--- config.mk ---
export PLATFORM = sky130hd
export DESIGN_NAME = lutram_fifo32_flat
export DESIGN_NICKNAME = d
export VERILOG_FILES = /design/src/rtl/lutram_fifo32_if.sv /design/src/rtl/lutram_fifo32.sv /design/src/flat_wrapper.sv
export SDC_FILE = /design/constraint.sdc
export NUM_CORES = 1
export LEC_CHECK = 0
export BUFFER_PORTS_ARGS = -buffer_cell sky130_fd_sc_hd__buf_4
export CELL_PAD_IN_SITES_DETAIL_PLACEMENT = 0
export CELL_PAD_IN_SITES_GLOBAL_PLACEMENT = 1
export CORE_MARGIN = 2
export CORE_UTILIZATION = 25
export DETAILED_ROUTE_END_ITERATION = 12
export PLACE_DENSITY = 0.41
export RECOVER_POWER = 50
export SLEW_MARGIN = 15
export SYNTH_ARGS = -nofsm -noshare
export SYNTH_HDL_FRONTEND = slang
export SYNTH_SLANG_ARGS = --single-unit
--- constraint.sdc ---
create_clock -name CLK -period 5.2 [get_ports CLK]
set_clock_uncertainty 0.05 [all_clocks]
set_input_delay 1.04 -clock CLK [delete_from_list [all_inputs] [get_ports CLK]]
set_output_delay 1.04 -clock CLK [all_outputs]
set_load 0.005 [all_outputs]
--- src/rtl/lutram_fifo32_if.sv ---
// Handshake and status bundle between a producer/consumer pair and lutram_fifo32.
`timescale 1ns/1ps
interface lutram_fifo32_if #(
    parameter int DATA_WIDTH = 8
);
    logic                  wr_en;
    logic [DATA_WIDTH-1:0] wr_data;
    logic                  full;
    logic                  afull;
    logic                  rd_en;
    logic [DATA_WIDTH-1:0] rd_data;
    logic                  empty;
    logic                  aempty;
    logic [5:0]            level;
    logic                  ovf;
    logic                  unf;

    // Pipeline stage driving writes/pops and observing the FIFO state.
    modport master (
        output wr_en, wr_data, rd_en,
        input  full, afull, rd_data, empty, aempty, level, ovf, unf
    );

    // The FIFO itself.
    modport slave (
        input  wr_en, wr_data, rd_en,
        output full, afull, rd_data, empty, aempty, level, ovf, unf
    );
endinterface

--- src/rtl/lutram_fifo32.sv ---
// 32-entry first-word-fall-through FIFO on a 32 x DATA_WIDTH distributed RAM
// (synchronous write, asynchronous read). Flags are registered from the next
// occupancy so they are exact one cycle after each edge, with no combinational
// path from the request inputs.
`timescale 1ns/1ps
module lutram_fifo32 #(
    parameter int DATA_WIDTH = 8,
    parameter int AFULL_LVL  = 28,
    parameter int AEMPTY_LVL = 4
) (
    input  logic           CLK,
    input  logic           RST,
    lutram_fifo32_if.slave bus
);
    localparam logic [5:0] AFULL_TH  = 6'(AFULL_LVL);
    localparam logic [5:0] AEMPTY_TH = 6'(AEMPTY_LVL);
    localparam logic [5:0] DEPTH     = 6'd32;

    logic [4:0]            wr_ptr;
    logic [4:0]            rd_ptr;
    logic [5:0]            level_q;
    logic [5:0]            level_nxt;
    logic                  full_q;
    logic                  empty_q;
    logic                  afull_q;
    logic                  aempty_q;
    logic                  ovf_q;
    logic                  unf_q;
    logic                  wr_acc;
    logic                  rd_acc;
    logic [DATA_WIDTH-1:0] mem [32];

    // Acceptance uses only registered flags, so each side is independent.
    assign wr_acc = bus.wr_en & ~full_q;
    assign rd_acc = bus.rd_en & ~empty_q;

    // Next occupancy; a simultaneous accepted read and write cancel out.
    always_comb begin
        // NOTE: give every always_comb output a default first so no path leaves it unassigned (no latch).
        level_nxt = level_q;
        unique case ({wr_acc, rd_acc})
            2'b10:   level_nxt = level_q + 6'd1;
            2'b01:   level_nxt = level_q - 6'd1;
            default: level_nxt = level_q;
        endcase
    end

    // Pointers, occupancy, flags and sticky errors.
    always_ff @(posedge CLK) begin
        // NOTE: sequential state uses non-blocking assignments so every register samples pre-edge values.
        if (RST) begin
            wr_ptr   <= 5'd0;
            rd_ptr   <= 5'd0;
            level_q  <= 6'd0;
            full_q   <= 1'b0;
            empty_q  <= 1'b1;
            afull_q  <= 1'b0;
            aempty_q <= 1'b1;
            ovf_q    <= 1'b0;
            unf_q    <= 1'b0;
        end else begin
            if (wr_acc) wr_ptr <= wr_ptr + 5'd1;
            if (rd_acc) rd_ptr <= rd_ptr + 5'd1;
            level_q  <= level_nxt;
            full_q   <= (level_nxt == DEPTH);
            empty_q  <= (level_nxt == 6'd0);
            afull_q  <= (level_nxt >= AFULL_TH);
            aempty_q <= (level_nxt <= AEMPTY_TH);
            ovf_q    <= ovf_q | (bus.wr_en & full_q);
            unf_q    <= unf_q | (bus.rd_en & empty_q);
        end
    end

    // Distributed RAM write port; reset only blocks the write.
    always_ff @(posedge CLK) begin
        // NOTE: the array is deliberately not reset; LEVEL/EMPTY decide validity, so stale words are never shown as valid.
        if (!RST && wr_acc) mem[wr_ptr] <= bus.wr_data;
    end

    // Asynchronous read of the head entry gives first-word-fall-through data.
    assign bus.rd_data = mem[rd_ptr];
    assign bus.level   = level_q;
    assign bus.full    = full_q;
    assign bus.empty   = empty_q;
    assign bus.afull   = afull_q;
    assign bus.aempty  = aempty_q;
    assign bus.ovf     = ovf_q;
    assign bus.unf     = unf_q;
endmodule

--- src/flat_wrapper.sv ---
// flat-port wrapper written by rule: the top's interface ports become plain ports
module lutram_fifo32_flat 
#(
    parameter int DATA_WIDTH = 8,
    parameter int AFULL_LVL  = 28,
    parameter int AEMPTY_LVL = 4
)
  (CLK, RST, bus_wr_en, bus_wr_data, bus_rd_en, bus_full, bus_afull, bus_rd_data, bus_empty, bus_aempty, bus_level, bus_ovf, bus_unf);
  lutram_fifo32_if #(.DATA_WIDTH(DATA_WIDTH)) bus_i ();
  input  logic CLK;
  input  logic RST;
  input wire logic [$bits(bus_i.wr_en)-1:0] bus_wr_en;
  input wire logic [$bits(bus_i.wr_data)-1:0] bus_wr_data;
  input wire logic [$bits(bus_i.rd_en)-1:0] bus_rd_en;
  output wire logic [$bits(bus_i.full)-1:0] bus_full;
  output wire logic [$bits(bus_i.afull)-1:0] bus_afull;
  output wire logic [$bits(bus_i.rd_data)-1:0] bus_rd_data;
  output wire logic [$bits(bus_i.empty)-1:0] bus_empty;
  output wire logic [$bits(bus_i.aempty)-1:0] bus_aempty;
  output wire logic [$bits(bus_i.level)-1:0] bus_level;
  output wire logic [$bits(bus_i.ovf)-1:0] bus_ovf;
  output wire logic [$bits(bus_i.unf)-1:0] bus_unf;
  assign bus_i.wr_en = bus_wr_en;
  assign bus_i.wr_data = bus_wr_data;
  assign bus_i.rd_en = bus_rd_en;
  assign bus_full = bus_i.full;
  assign bus_afull = bus_i.afull;
  assign bus_rd_data = bus_i.rd_data;
  assign bus_empty = bus_i.empty;
  assign bus_aempty = bus_i.aempty;
  assign bus_level = bus_i.level;
  assign bus_ovf = bus_i.ovf;
  assign bus_unf = bus_i.unf;
  lutram_fifo32 #(.DATA_WIDTH(DATA_WIDTH), .AFULL_LVL(AFULL_LVL), .AEMPTY_LVL(AEMPTY_LVL)) u_core (.CLK(CLK), .RST(RST), .bus(bus_i));
endmodule
==> results.md <==
* Outcome: finished with violations
* Failing checks: capacitance limit, slew limit
* Asr flop ratio synth at 0%
* Critical path required time at 4.11 ns
* Total iterations of the first detailed-routing run at 4
* Synth Flop Type: edfxtp_1
* Maximum clock frequency at 236 MHz
* CTS root buffer: clkbuf_16
* Top-count cell post-synth: edfxtp_1
* Layout area overhead at 18.1%
* Mux share of post-synthesis cell area at 17.2%
* GRT Util Overall at 12.2%
* Clk slew on worst S/H paths at 0.06 ns
* Yosys top cell by area: edfxtp_1
* Post-Route Utilization at 29.9%
* Finished Layout Cells at 1221
* PD cells at 445 nW/um2
* Site Rows at 77
* Commonest cells post-synth: edfxtp_1 (256), mux4_2 (80), nor2_1 (56)
* Critical path type: flop to output port
* Post-Synth Adder-Cell Area at 0.893%
* EDFF count, synth at 256
* Pwr Total at 5.90 mW
* Core area at 44200 um2
* Flops & latches, synth at 283
* DIE AREA at 46500 um2
* XOR/XNOR Fraction of Synth Area at 0.860%
* Vias after detailed routing at 5402
* Synth top area share at 68.6%
* Worst hold path type: flop to flop
* Final critical-path setup slack at 0.961 ns
* Critical Path, Cell by Cell: buf_4, mux4_2, mux4_2, mux2_2, buf_4
* Place WS at 1.28 ns
* GRT overflow at 0
* Hold Fails Final Rpt at 0
* Dominant combinational cell family by area after synthesis: multiplexers
* Ranking of synthesized cells by area: edfxtp_1 (69%), mux4_2 (16%), dfxtp_1 (4.8%)
* CTS tree: yes
* Clock buffer depth at 3
* # DRC at 0
* Crit end category: output port
* Die width at 216 um
* Max Cap Viol at 7
* Antenna violations before repair at 0
* Initial Util at 25.3%
* Post-route cell area at 13200 um2
* Yosys cell types at 43
* Clk sink count at 283
* Synthesized area per cell at 19.9 um2
* Final max-slew violation count at 231
* IO buf count at 31
* Slew HR at -22.7%
* Setup-failing EPs final at 0
* Worst EP arrival at 3.15 ns
* Setup crit start kind: flop
* Tcrit/Tclk final at 81.5%
* Ant diodes at 0
* DP Area at 12100 um2
* Slowest CP cell: dfxtp_2
* First-pass GRT wire length at 40400 um
* Compound-Gate Fraction of Synth Area at 1.71%
* Crit-path max cell delay at 0.92 ns
* Worst vdd ir at 0.173 mV
* Largest net degree at the start of global routing at 33
* Post-CTS Repair Setup Buffers at 0
* Least-Margin Pin Slew at 1.84 ns
* Sequential share of the synthesized area at 73.4%
* Layout cells sized above 1 at 26.9%
* Routed WL per cell at 22.9 um
* Worst-path fanout max at 30
* Pleak at 4.03 nW
* # IOs at 32
* RSZ-0062 raised after global routing: no
* Detailed Place HPWL at 17200 um
* Vias in the first global route at 5726
* First-iteration detailed-routing DRC count at 400
* Sum Neg Setup Slack at 0 ns
* Clk_lat worst skew at 0.52 ns
* Shortest period the worst path allows at 4.24 ns
* CTS HTree Levels at 2
* Routed WL at 27900 um
* Synthesized cell area at 11200 um2
* TritonCTS buffer count at 35
* Vias per std cell at 4.42
* Post-route ant nets at 0
* Syn Nets at 582
* Fin nets at 623
* Gate Count Post-Synth at 562
* Worst hold margin at 0.422 ns
* # resized after CTS at 0
* Placed cells at 1158
* Ys Warns at 0
* Die Y-Extent at 216 um
* Simple-Gate Fraction of Synth Area at 4.30%
* RD Place Congestion at 0.707
* CTS Hold Bufs at 0
## kinds of logic after synthesis
| kind of cell | count (synthesis) |
|---|---|
| flops | 283 |
| simple gates | 102 |
| mux | 91 |
| buf+inv | 40 |
| compound gates | 27 |
| xor+xnor | 11 |
| fa+ha+maj | 8 |
## path summary, 6_finish.rpt
kind / from / end / slack [ns] / depth (start not counted)
max: flop / bus_rd_data[7] / 0.96 / 5
max reg2reg: u_core.bus.full / u_core.bus.empty / 2.12 / 10
min: u_core.bus.unf / u_core.bus.unf / 0.42 / 2
min reg2reg: u_core.bus.unf / u_core.bus.unf / 0.42 / 2
## area by class of cell
| cell class | instances | area, um2 |
|---|---|---|
| tap | 592 | 741 |
| clock inverter | 16 | 206 |
| clock buffer | 47 | 973 |
| inverter | 8 | 30.0 |
| timing repair buffer | 36 | 262 |
| multi-input combinational | 239 | 2790 |
| fill | 4282 | 31000 |
| sequential | 283 | 8230 |
## report_power, final
group          internal (mW)  switching (mW)
Clock                   1.56           0.930
Combinational          0.394           0.382
Sequential              2.53          0.0978
Total                   4.49            1.41
## sequential cells by signal (all words and copies together), names as in the netlist, named ones only
| signal | count |
|---|---|
| u_core.mem | 256 |
| u_core.bus.level | 6 |
| u_core.rd_ptr | 5 |
| u_core.wr_ptr | 5 |
| u_core.bus.aempty | 1 |
| u_core.bus.afull | 1 |
| u_core.bus.empty | 1 |
| u_core.bus.full | 1 |
| u_core.bus.ovf | 1 |
| u_core.bus.unf | 1 |
## placed cells by master, fill, tap and decap left out, types with 3 or more instances in the layout
master and instances:
edfxtp_1 256, a21oi_1 8, clkbuf_1 18, clkinv_2 4, clkbuf_16 37, xor2_1 8
nand2_1 13, nor2b_1 5, buf_4 19, mux2_2 8, nand4_1 8, dfxtp_1 25
xnor2_1 3, mux2i_1 3, mux4_2 80, nand3b_1 6, clkinv_1 5, clkbuf_4 6
ha_1 8, inv_1 8, nor2_1 56, a2bb2oi_1 3, bufinv_16 5
## critical path: cells and delay by family, from the launching register on
family   cells  cell delay, ns
flops        1            0.92
mux          3            1.20
buf+inv      2            0.49
## metal layers
| layer | GRT usage, % | up-vias | routed length [um] |
|---|---|---|---|
| met4 | 4.30 | 0 | 525 |
| li1 | - | 2368 | - |
| met2 | 19.9 | 132 | 13600 |
| met3 | 2.64 | 31 | 1560 |
| met5 | 0 | - | 0 |
| met1 | 16.1 | 2871 | 12200 |
Power figures use the tool's default switching activity.
